--- src/rtl/psa_arbiter.sv ---
// Round-robin arbiter sharing one 4x4-bit signed saturating lane adder between two requesters.
// Latency: operands accepted at edge N are presented on res_* after edge N (one register stage).
// Backpressure: readys drop while the output slot is full and res_ready=0; drain and refill in the same cycle.
module psa_arbiter #(
  parameter int CNT_W = 8
) (
  input  logic             clk,
  input  logic             rst_n,
  input  logic             req0_valid,
  input  logic [15:0]      req0_a,
  input  logic [15:0]      req0_b,
  output logic             req0_ready,
  input  logic             req1_valid,
  input  logic [15:0]      req1_a,
  input  logic [15:0]      req1_b,
  output logic             req1_ready,
  output logic             res_valid,
  output logic [15:0]      res_sum,
  output logic             res_err,
  output logic             res_id,
  input  logic             res_ready,
  input  logic             clr_cnt,
  output logic [CNT_W-1:0] err_cnt
);

  typedef struct packed {
    logic [15:0] sum;
    logic        err;
    logic        id;
  } res_t;

  localparam logic [CNT_W-1:0] CNT_MAX = {CNT_W{1'b1}};

  res_t             slot;
  logic             slot_vld;
  logic             prio;
  logic [CNT_W-1:0] cnt;

  logic             any_vld;
  logic             grant;
  logic             slot_free;
  logic             accept;
  logic [15:0]      op_a;
  logic [15:0]      op_b;
  logic [16:0]      add_out;
  res_t             nxt;

  // Four independent 4-bit lanes; signed overflow clamps, unsigned carry-out of any lane flags err.
  function automatic logic [16:0] psa_add(input logic [15:0] a, input logic [15:0] b);
    logic [4:0]  s;
    logic [15:0] sum;
    logic        err;
    sum = '0;
    err = 1'b0;
    for (int k = 0; k < 4; k++) begin
      s   = {1'b0, a[4*k+:4]} + {1'b0, b[4*k+:4]};
      err = err | s[4];
      if (!a[4*k+3] && !b[4*k+3] && s[3]) begin
        sum[4*k+:4] = 4'h7;
      end else if (a[4*k+3] && b[4*k+3] && !s[3]) begin
        sum[4*k+:4] = 4'h8;
      end else begin
        sum[4*k+:4] = s[3:0];
      end
    end
    return {err, sum};
  endfunction

  // Grant selection: a lone requester wins, contention is broken by prio.
  always_comb begin
    any_vld = req0_valid | req1_valid;
    grant   = 1'b0;
    if (req0_valid && req1_valid) begin
      grant = prio;
    end else begin
      grant = req1_valid;
    end
  end

  // rst_n gates the handshake so no requester sees ready while reset is asserted.
  assign slot_free  = !slot_vld | res_ready;
  assign accept     = rst_n & slot_free & any_vld;
  assign req0_ready = accept & !grant;
  assign req1_ready = accept & grant;

  // Operand mux feeding the single shared adder.
  always_comb begin
    op_a    = grant ? req1_a : req0_a;
    op_b    = grant ? req1_b : req0_b;
    add_out = psa_add(op_a, op_b);
    nxt.sum = add_out[15:0];
    nxt.err = add_out[16];
    nxt.id  = grant;
  end

  // Output slot and round-robin pointer; prio only moves when a transfer completes.
  always_ff @(posedge clk or negedge rst_n) begin
    if (!rst_n) begin
      slot     <= '0;
      slot_vld <= 1'b0;
      prio     <= 1'b0;
    end else if (accept) begin
      slot     <= nxt;
      slot_vld <= 1'b1;
      prio     <= !grant;
    end else if (slot_free) begin
      slot_vld <= 1'b0;
    end
  end

  // Saturating error counter; clear beats a same-cycle increment.
  always_ff @(posedge clk or negedge rst_n) begin
    if (!rst_n) begin
      cnt <= '0;
    end else if (clr_cnt) begin
      cnt <= '0;
    end else if (accept && nxt.err && cnt != CNT_MAX) begin
      cnt <= cnt + 1'b1;
    end
  end

  assign res_valid = slot_vld;
  assign res_sum   = slot.sum;
  assign res_err   = slot.err;
  assign res_id    = slot.id;
  assign err_cnt   = cnt;

endmodule

--- config.mk ---
export PLATFORM = sky130hd
export DESIGN_NAME = psa_arbiter
export DESIGN_NICKNAME = d
export VERILOG_FILES = /design/src/rtl/psa_arbiter.sv
export SDC_FILE = /design/constraint.sdc
export NUM_CORES = 1
export LEC_CHECK = 0
export CAP_MARGIN = 30
export CORE_ASPECT_RATIO = 0.8
export CORE_MARGIN = 3
export CORE_UTILIZATION = 46
export DETAILED_ROUTE_END_ITERATION = 12
export PLACE_DENSITY = 0.87
export SYNTH_ARGS = -nofsm -noshare
export SYNTH_HDL_FRONTEND = slang
export SYNTH_SLANG_ARGS = --single-unit
--- constraint.sdc ---
create_clock -name clk -period 8.25 [get_ports clk]
set_input_delay 0.825 -clock clk [delete_from_list [all_inputs] [get_ports clk]]
set_output_delay 0.825 -clock clk [all_outputs]
set_load 0.02 [all_outputs]
==> results of run 1 <==
[cells in the final DEF (no fill, tap or decap), drive strengths merged, types with 5 or more instances in the layout]
| master | synthesis | layout |
|---|---|---|
| a21o | 5 | 5 |
| a21oi | 23 | 23 |
| clkdlybuf4s50 | 0 | 98 |
| dfrtp | 28 | 28 |
| ha | 21 | 21 |
| inv | 17 | 17 |
| mux2 | 28 | 28 |
| mux2i | 6 | 6 |
| nand2 | 18 | 18 |
| nand2b | 5 | 5 |
| nand3 | 5 | 5 |
| nor2 | 13 | 13 |
| o21ai | 23 | 23 |
| xnor2 | 8 | 8 |
[power by group through the flow]
stage,Combinational [mW],Clock (mW),Sequential (mW)
after floorplan,0.131,0,0.222
after global placement,0.283,0,0.186
after detailed placement,0.296,0,0.188
after CTS,0.298,0.109,0.186
after global routing,0.322,0.115,0.190
final,0.295,0.109,0.185
[kinds of logic after synthesis]
family	after synthesis	share of synthesized area
AOI/OAI and AO/OA	61	0.1592
xor gates and xnor gates	9	0.03532
adders and majority gates	25	0.1536
buffers and inverters	24	0.04540
DFF	28	0.3139
muxes	34	0.1682
and+or+nand+nor	57	0.1244
[area by class of cell]
type,instances,area share
tap,60,0.02224
sequential,28,0.2076
clock inverter,1,0.008895
clock buffer,3,0.01223
inverter,17,0.01890
multi-input combinational,186,0.4270
timing repair buffer,101,0.3032
[state kept, by name, indices dropped and copies added (netlist names)]
| register | cells |
|---|---|
| res_id | 1 |
| prio | 1 |
| err_cnt | 8 |
| res_err | 1 |
| res_sum | 16 |
| res_valid | 1 |
[worst paths after layout]
path | from | end | slack, ns | depth (start not counted)
setup reg to reg | prio$_DFFE_PN0P_ | err_cnt[2]$_DFFE_PN0P_ | 4.60 | 10
hold / removal | res_sum[14]$_DFFE_PN0P_ | res_sum[14]$_DFFE_PN0P_ | 0.48 | 2
setup / recovery | req0_valid | err_cnt[2]$_DFFE_PN0P_ | 3.91 | 12
hold reg to reg | res_sum[14]$_DFFE_PN0P_ | res_sum[14]$_DFFE_PN0P_ | 0.48 | 2
max in group asynchronous | rst_n | res_sum[13]$_DFFE_PN0P_ | 7.06 | 2
min in group asynchronous | rst_n | err_cnt[4]$_DFFE_PN0P_ | 0.92 | 2
[worst max-delay path, delay by kind of cell]
family / cells / cell delay (ns)
buffers and inverters: 3 / 0.78
muxes: 1 / 0.34
AOI/OAI and AO/OA: 4 / 1.71
adders and majority gates: 2 / 0.66
and+or+nand+nor: 2 / 0.21
[routing by layer]
metal	vias to the layer above	global-route usage	wire length, um
li1	1044	-	-
met1	987	0.2493	2407
met2	71	0.3998	3025
met3	7	0.02407	331
met4	0	0.05422	82
met5	-	0	0
==> impl_metrics.csv, run 1 <==
group,metric,value,unit
setup_path,crit_type,"input port to flop",
grt,grt_max_degree,30,
layout,fin_cells,396,
placement,portBuffers,98,
power,ir_drop,109.9,uV
yosys,ys_ff_latch,28,
sta,grt_setup_unrepaired,"false",
layout,drive_gt1_frac,0.1161,
cts,clock_sinks,28,
power,p_sw,0.2048,mW
sta,skew,0.001583,ns
routing,drcViolationCount,0,
sta,fin_setup_tns,0,ns
placement,place_area,3304,um^2
power,pwr-share-clk,0.185,
placement,gp_congestion,0.8048,
cts,cts_made_buffers,3,
flow_run,maxCapViolations,0,
layout,area_delta_synth_final,51.23,%
floorplan,top_level_ports,99,
layout,antenna_cells,0,
sta,finalMaxSlewViolations,0,
yosys,yosys-top-cells-area,"dfrtp_1, mux2_2, ha_1, a21oi_1, o21ai_0",
layout,fill_cells,357,
setup_path,cp-end-kind,"flop",
setup_path,cp-start-kind,"input port",
power,p_leak,1.459,nW
placement,dpl_worst_slack,3.636,ns
layout,nNetsFinal,432,
routing,wire_per_inst,14.77,um
sta,setup_viol,0,
setup_path,worstPathMaxFanout,18,
yosys,yosysWarnings,0,
outcome,outcome,"completed",
grt,antenna_found_initial,0,
cts,clk_pin_slew,0.10,ns
sta,relSlewSlack,0.3967,
routing,num_vias,2109,
floorplan,die_h,68.31,um
sta,post-route-min-period,4.342,ns
routing,ant_nets,0,
sta,fmax,230.3,MHz
grt,gr-usage-all-layers,0.2071,
power,p_int,0.3839,mW
yosys,synth_edf_count,0,
yosys,yosys-top-cells-count,"dfrtp_1, mux2_2, a21oi_1, o21ai_0, ha_1",
power,p_total,0.5888,mW
setup_path,cp_slowest_cell,"o31ai_2",
yosys,avgSynthCellArea,9.379,um^2
cts,cts_tree,"built",
layout,multiInputGateArea,1441,um^2
placement,dp_cells,392,
yosys,yosys_most_used_dff,"dfrtp_1",
cts,cts_setup_buffers,0,
routing,routed_wl,5847,um
floorplan,die_w,83.88,um
yosys,synth_area_leader_cell,"dfrtp_1",
routing,routed_via_density,5.326,
floorplan,core_area,4624,um^2
power,p_seq_frac,0.315,
sta,fin_crit_sh,0.5263,
setup_path,cp.required,8.45,ns
floorplan,rows,22,
sta,setup_ws,3.908,ns
floorplan,start_util,0.4827,
cts,holdBufCountCts,0,
grt,grt_pass1_wl,9680,um
setup_path,critPathMaxStageDelay,0.79,ns
layout,fin_util,0.7300,
sta,tightest_slew,0.8996,ns
yosys,async_flop_share,1.000,
grt,grt_pass1_vias,2164,
power,combPwrFrac,0.500,
cts,clockBufferDepth,2,
sta,finalHoldViolations,0,
yosys,syn_nets,333,
yosys,ys_seq_area_frac,0.3139,
cts,clk_latency,0.28,ns
yosys,yosysTopAreaCellShare,0.3139,
yosys,ys_types,37,
grt,grt_overflow_total,0,
cts,cts.htree.levels,1,
cts,root_buffer,"clkbuf_8",
routing,drt_iter0_drc,94,
power,switching_share,0.3479,
routing,drtPass1Iterations,4,
worst_hold_path,hold_path.class,"flop to flop",
power,power_density,174.4,nW/um^2
setup_path,critical_path_arrival,4.55,ns
yosys,syn_area,2232,um^2
setup_path,path_cells,"clkdlybuf4s50_1 > inv_1 > o21ai_4 > buf_16 > mux2_2 > ha_1 > fa_1 > nand3_1 > nand2_1 > o31ai_2 > o21ai_0 > a21oi_1",
sta,timing.hold.ws,0.4829,ns
placement,dpl.hpwl,4769,um
cts,cts_resized,0,
layout,seq_area,700.7,um^2
floorplan,dieArea,5729,um^2
yosys,syn_inst,238,
layout,final_area,3376,um^2
Power figures use the tool's default switching activity.
==> inputs of run 2 (changes only) <==
- CORE_UTILIZATION: 46 -> 38
- PLACE_DENSITY: 0.87 -> 0.77
- clock period: 8.25 -> 3.6 ns (I/O delays scaled with it)
==> run 2 against run 1 <==
  * Final cell count increased by 5.1%
  * Global-route usage decreased by 4.3 points
  * Setup slack got worse by 3.4 ns
  * Sequential share of layout area decreased by 0.18 points
  * Combinational power increased by 130%
  * Non-clock buffer count increased by 2
  * Highest routed layer is now met3
==> impl_metrics.csv, run 2 (synthesized netlist as in run 1, its figures left out) <==
group,metric,value,unit
cts,holdBufCountCts,0,
routing,drcViolationCount,0,
placement,portBuffers,98,
layout,antenna_cells,0,
layout,largest_reg_flops,16,
routing,ant_nets,0,
cts,clock_sinks,28,
placement,gp_congestion,0.7496,
sta,grt_setup_unrepaired,"false",
cts,cts_tree,"built",
setup_path,critical_path_arrival,3.28,ns
layout,fin_cells,416,
routing,num_vias,2076,
power,power_density,395.6,nW/um^2
grt,gr-usage-all-layers,0.1641,
cts,clockBufferDepth,2,
layout,mostFrequentLayoutCells,"clkdlybuf4s50_1, mux2_2, dfrtp_1",
grt,grt_overflow_total,0,
routing,routed_wl,5533,um
placement,dp_cells,412,
cts,cts_setup_buffers,0,
floorplan,die_h,74.55,um
setup_path,crit_type,"input port to flop",
cts,root_buffer,"clkbuf_8",
routing,drt_iter0_drc,50,
sta,post-route-min-period,3.106,ns
layout,drive_gt1_frac,0.1213,
placement,place_area,3334,um^2
floorplan,rows,24,
sta,fmax,321.9,MHz
sta,setup_ws,0.4936,ns
setup_path,cp-end-kind,"flop",
grt,grt_pass1_vias,2051,
placement,dpl.hpwl,4583,um
flow_run,maxCapViolations,0,
setup_path,worstPathMaxFanout,34,
grt,grt_pass1_wl,9101,um
sta,timing.hold.ws,0.4875,ns
grt,grt_max_degree,35,
floorplan,die_w,91.69,um
sta,relSlewSlack,0.6358,
setup_path,cp.required,3.77,ns
cts,cts_resized,0,
cts,clk_latency,0.28,ns
routing,routed_via_density,4.990,
routing,drtPass1Iterations,4,
sta,skew,0.01041,ns
setup_path,critPathMaxStageDelay,0.47,ns
power,ir_drop,184.5,uV
placement,dpl_worst_slack,0.1846,ns
cts,cts_made_buffers,3,
floorplan,core_area,5555,um^2
cts,clk_pin_slew,0.10,ns
sta,finalHoldViolations,0,
layout,final_common_cell,"clkdlybuf4s50_1",
cts,cts.htree.levels,1,
layout,nNetsFinal,434,
sta,setup_viol,0,
setup_path,path_cells,"clkdlybuf4s50_1 > inv_1 > o21ai_4 > buf_12 > mux2_2 > ha_1 > fa_1 > a21oi_1 > o22ai_1 > o31ai_2 > buf_4 > mux2i_1 > nor2_1",
grt,antenna_found_initial,0,
sta,tightest_slew,0.5463,ns
layout,fill_cells,484,
setup_path,cp_slowest_cell,"clkdlybuf4s50_1",
routing,wire_per_inst,13.30,um
layout,seq_area,700.7,um^2
floorplan,start_util,0.4018,
setup_path,cp-start-kind,"input port",
setup_path,worstPathBufferInverterCount,4,
floorplan,dieArea,6835,um^2
worst_hold_path,hold_path.class,"flop to flop",
sta,fin_setup_tns,0,ns
outcome,outcome,"completed",
layout,final_area,3406,um^2
power,p_leak,1.465,nW
setup_path,cp_top_family,"buffers and inverters",
sta,finalMaxSlewViolations,0,
sta,fin_crit_sh,0.8629,
floorplan,top_level_ports,99,
layout,multiInputGateArea,1441,um^2
layout,area_delta_synth_final,52.58,%
==> run 2: stage by stage <==
step,total power [mW],util
3_3_place_gp,1.096,0.6002
2_1_floorplan,0.8086,-
4_1_cts,1.362,0.6131
6_report,1.347,0.6131
5_1_grt,1.439,0.6131
3_5_place_dp,1.112,0.6002
==> run 2: layer usage <==
layer  global-route usage  vias to the layer above  share of wire
li1                     -                     1044              -
met1               0.2031                      971           0.45
met2               0.3028                       61           0.49
met3              0.04651                        0          0.064
met4             0.009885                        0              0
met5                    0                        -              0
==> run 2: worst paths after layout <==
| path | endpoint | start | cells past startpoint | slack (ns) |
|---|---|---|---|---|
| max in group asynchronous | res_sum[13]$_DFFE_PN0P_ | rst_n | 2 | 2.79 |
| max reg2reg | err_cnt[1]$_DFFE_PN0P_ | prio$_DFFE_PN0P_ | 11 | 0.72 |
| min | res_id$_DFFE_PN0P_ | res_id$_DFFE_PN0P_ | 1 | 0.49 |
| max | err_cnt[1]$_DFFE_PN0P_ | req0_valid | 13 | 0.49 |
| min in group asynchronous | err_cnt[6]$_DFFE_PN0P_ | rst_n | 2 | 0.53 |
| min reg2reg | res_id$_DFFE_PN0P_ | res_id$_DFFE_PN0P_ | 1 | 0.49 |
==> run 2: layout make-up <==
| type | instances | area share |
|---|---|---|
| flip-flops and latches | 28 | 0.2057 |
| repair buffers | 103 | 0.3027 |
| clock buffers | 3 | 0.01212 |
| inverters | 17 | 0.01874 |
| clock inverters | 1 | 0.008817 |
| well taps | 78 | 0.02866 |
| multi-input cells | 186 | 0.4232 |
==> run 2: power by group <==
| part | internal [mW] | total, mW | leakage (nW) | switching [mW] |
|---|---|---|---|---|
| logic | 0.349 | 0.668 | 1.08 | 0.320 |
| clock network | 0.149 | 0.247 | 0.0357 | 0.0983 |
| registers | 0.382 | 0.431 | 0.347 | 0.0490 |
| total | 0.880 | 1.35 | 1.46 | 0.467 |
==> edit, RTL diff (flow settings as in run 2) <==
Set the parameter `CNT_W` to 7 (it was 8).
--- a/src/rtl/psa_arbiter.sv
+++ b/src/rtl/psa_arbiter.sv
@@ -2,7 +2,7 @@
 // Latency: operands accepted at edge N are presented on res_* after edge N (one register stage).
 // Backpressure: readys drop while the output slot is full and res_ready=0; drain and refill in the same cycle.
 module psa_arbiter #(
-  parameter int CNT_W = 8
+  parameter int CNT_W = 7
 ) (
   input  logic             clk,
   input  logic             rst_n,
Interface: changed (resized err_cnt); port bits go from 99 to 98. The function was not compared with the original's and may differ.
==> edit against run 2 <==
Synthesized cell count decreased by 2.1%. Sequential cell count down 1. Synthesized area decreased by 1.1%. Largest cell class unchanged. Worst setup slack got worse by 140 ps. Non-clock buffer count stayed put. Count of clock-buffer cells in the layout stayed put. Routed wire length fell by 5.2%. Total power is 7.0% lower. Highest routed layer is now met4. Critical path type unchanged. Design area shrank 1.7%.
==> edit: results (changes against run 2) <==
[placement]
place_area_mm2 = 0.003302  ; was 0.003334 mm^2
dp_hpwl_um = 4376  ; was 4583 um
portBuffers = 97  ; was 98
gp_congestion = 0.8193  ; was 0.7496
pre_cts_slack_ps = 64.05  ; was 184.6 ps
dp_cells = 405  ; was 412

[routing]
routedWlPerCell_um = 12.82  ; was 13.30 um
viasPerCell = 4.905  ; was 4.990
drt_iter0_drc = 76  ; was 50
vias = 2006  ; was 2,076

[yosys]
yosys_warnings = 0  ; unchanged
syn-mean-instance-area_um2 = 9.473  ; was 9.379 um^2
synthMuxAreaShare_pct = 19.05  ; was 16.82%
synth_xor_xnor_area_share_pct = 3.175  ; was 3.531%
syn-num-nets = 328  ; was 333
yosys-top-cells-area = dfrtp_1, mux2_2, ha_1  ; unchanged
synth_cell_types = 30  ; was 37
synthAdderAreaFrac_pct = 15.53  ; was 15.36%
synth-compound-area-share_pct = 13.89  ; was 15.92%
synth-seq-area-share_pct = 30.61  ; was 31.39%

[grt]
grtUsageTotal_pct = 15.52  ; was 16.41%
grt_pass1_wl_um = 8804  ; was 9101 um

[final_layout]
nets = 427  ; was 434
drive_gt1_share_pct = 13.29  ; was 12.13%

[sta]
skew_ps = 5.210  ; was 10.41 ps
maxSlewHeadroom_pct = 58.89  ; was 63.58%
layout_setup_ws_ps = 353.1  ; was 493.6 ps
hold_ws_ps = 484.1  ; was 487.5 ps

[worst_setup_path]
crit_fanout = 16  ; was 34
r2r_setup_slack_ps = 600  ; was 720 ps

[run_status]
outcome = complete, no violations  ; unchanged

[power_and_ir_drop]
leakagePower_nw = 1.477  ; was 1.465 nW
ir_drop_mv = 0.1844  ; was 0.1845 mV

==> edit: cell types whose count changed in the layout (fill, tap and decap cells not counted), sizes merged, moves of 3 or more <==
cell          run 2  this run
mux2             28        32
or3               4         1
a21o              5         9
nor2b             4         8
nand3             5         2
a21oi            23        14
nor3              1         4
==> edit: layout make-up <==
| class | instances | area (um^2) |
|---|---|---|
| timing repair buffer | 103 | 1028 |
| inverter | 15 | 56.30 |
| clock inverter | 1 | 5.005 |
| sequential | 27 | 675.6 |
| clock buffer | 3 | 41.29 |
| tap | 78 | 97.59 |
| multi-input combinational | 182 | 1444 |
| fill | 501 | 2177 |
==> edit: worst register-to-register path: stages, from the launching register on <==
cell     delay, ps
dfrtp_1        410
o21ai_4        150
buf_12         170
buf_4          160
mux2_2         370
fa_1           460
a21o_1         190
a22oi_1        210
and3_1         350
nor3_1         130
mux2_2         300
==> edit: power by group <==
part	switching (mW)	internal (mW)
logic	0.317	0.355
clock network	0.0909	0.0775
registers	0.0416	0.371
==> edit: worst paths after layout <==
kind / start / endpoint / depth (start not counted)
worst max-delay path: req0_valid / err_cnt[0] / 12
worst min-delay path: res_sum[13] / res_sum[13] / 2
worst max register to register: prio / err_cnt[0] / 10
worst min register to register: res_sum[13] / res_sum[13] / 2
max in group asynchronous: rst_n / res_err / 2
min in group asynchronous: rst_n / err_cnt[1] / 2
==> edit: logic make-up after synthesis <==
kind of cell,count (synthesis)
flip-flops,27
XOR/XNOR,8
adder cells (fa/ha/maj),25
multiplexers,38
AND/OR/NAND/NOR,58
buffers and inverters,24
AO/OA/AOI/OAI,53
==> edit: layer usage <==
layer  wire (um)  global-route usage (%)  vias up
met5           0                       0        -
met4          18                   1.672        0
met3         476                   4.550        2
met2        2516                   28.87       72
met1        2234                   18.66      922
li1            -                       -     1010
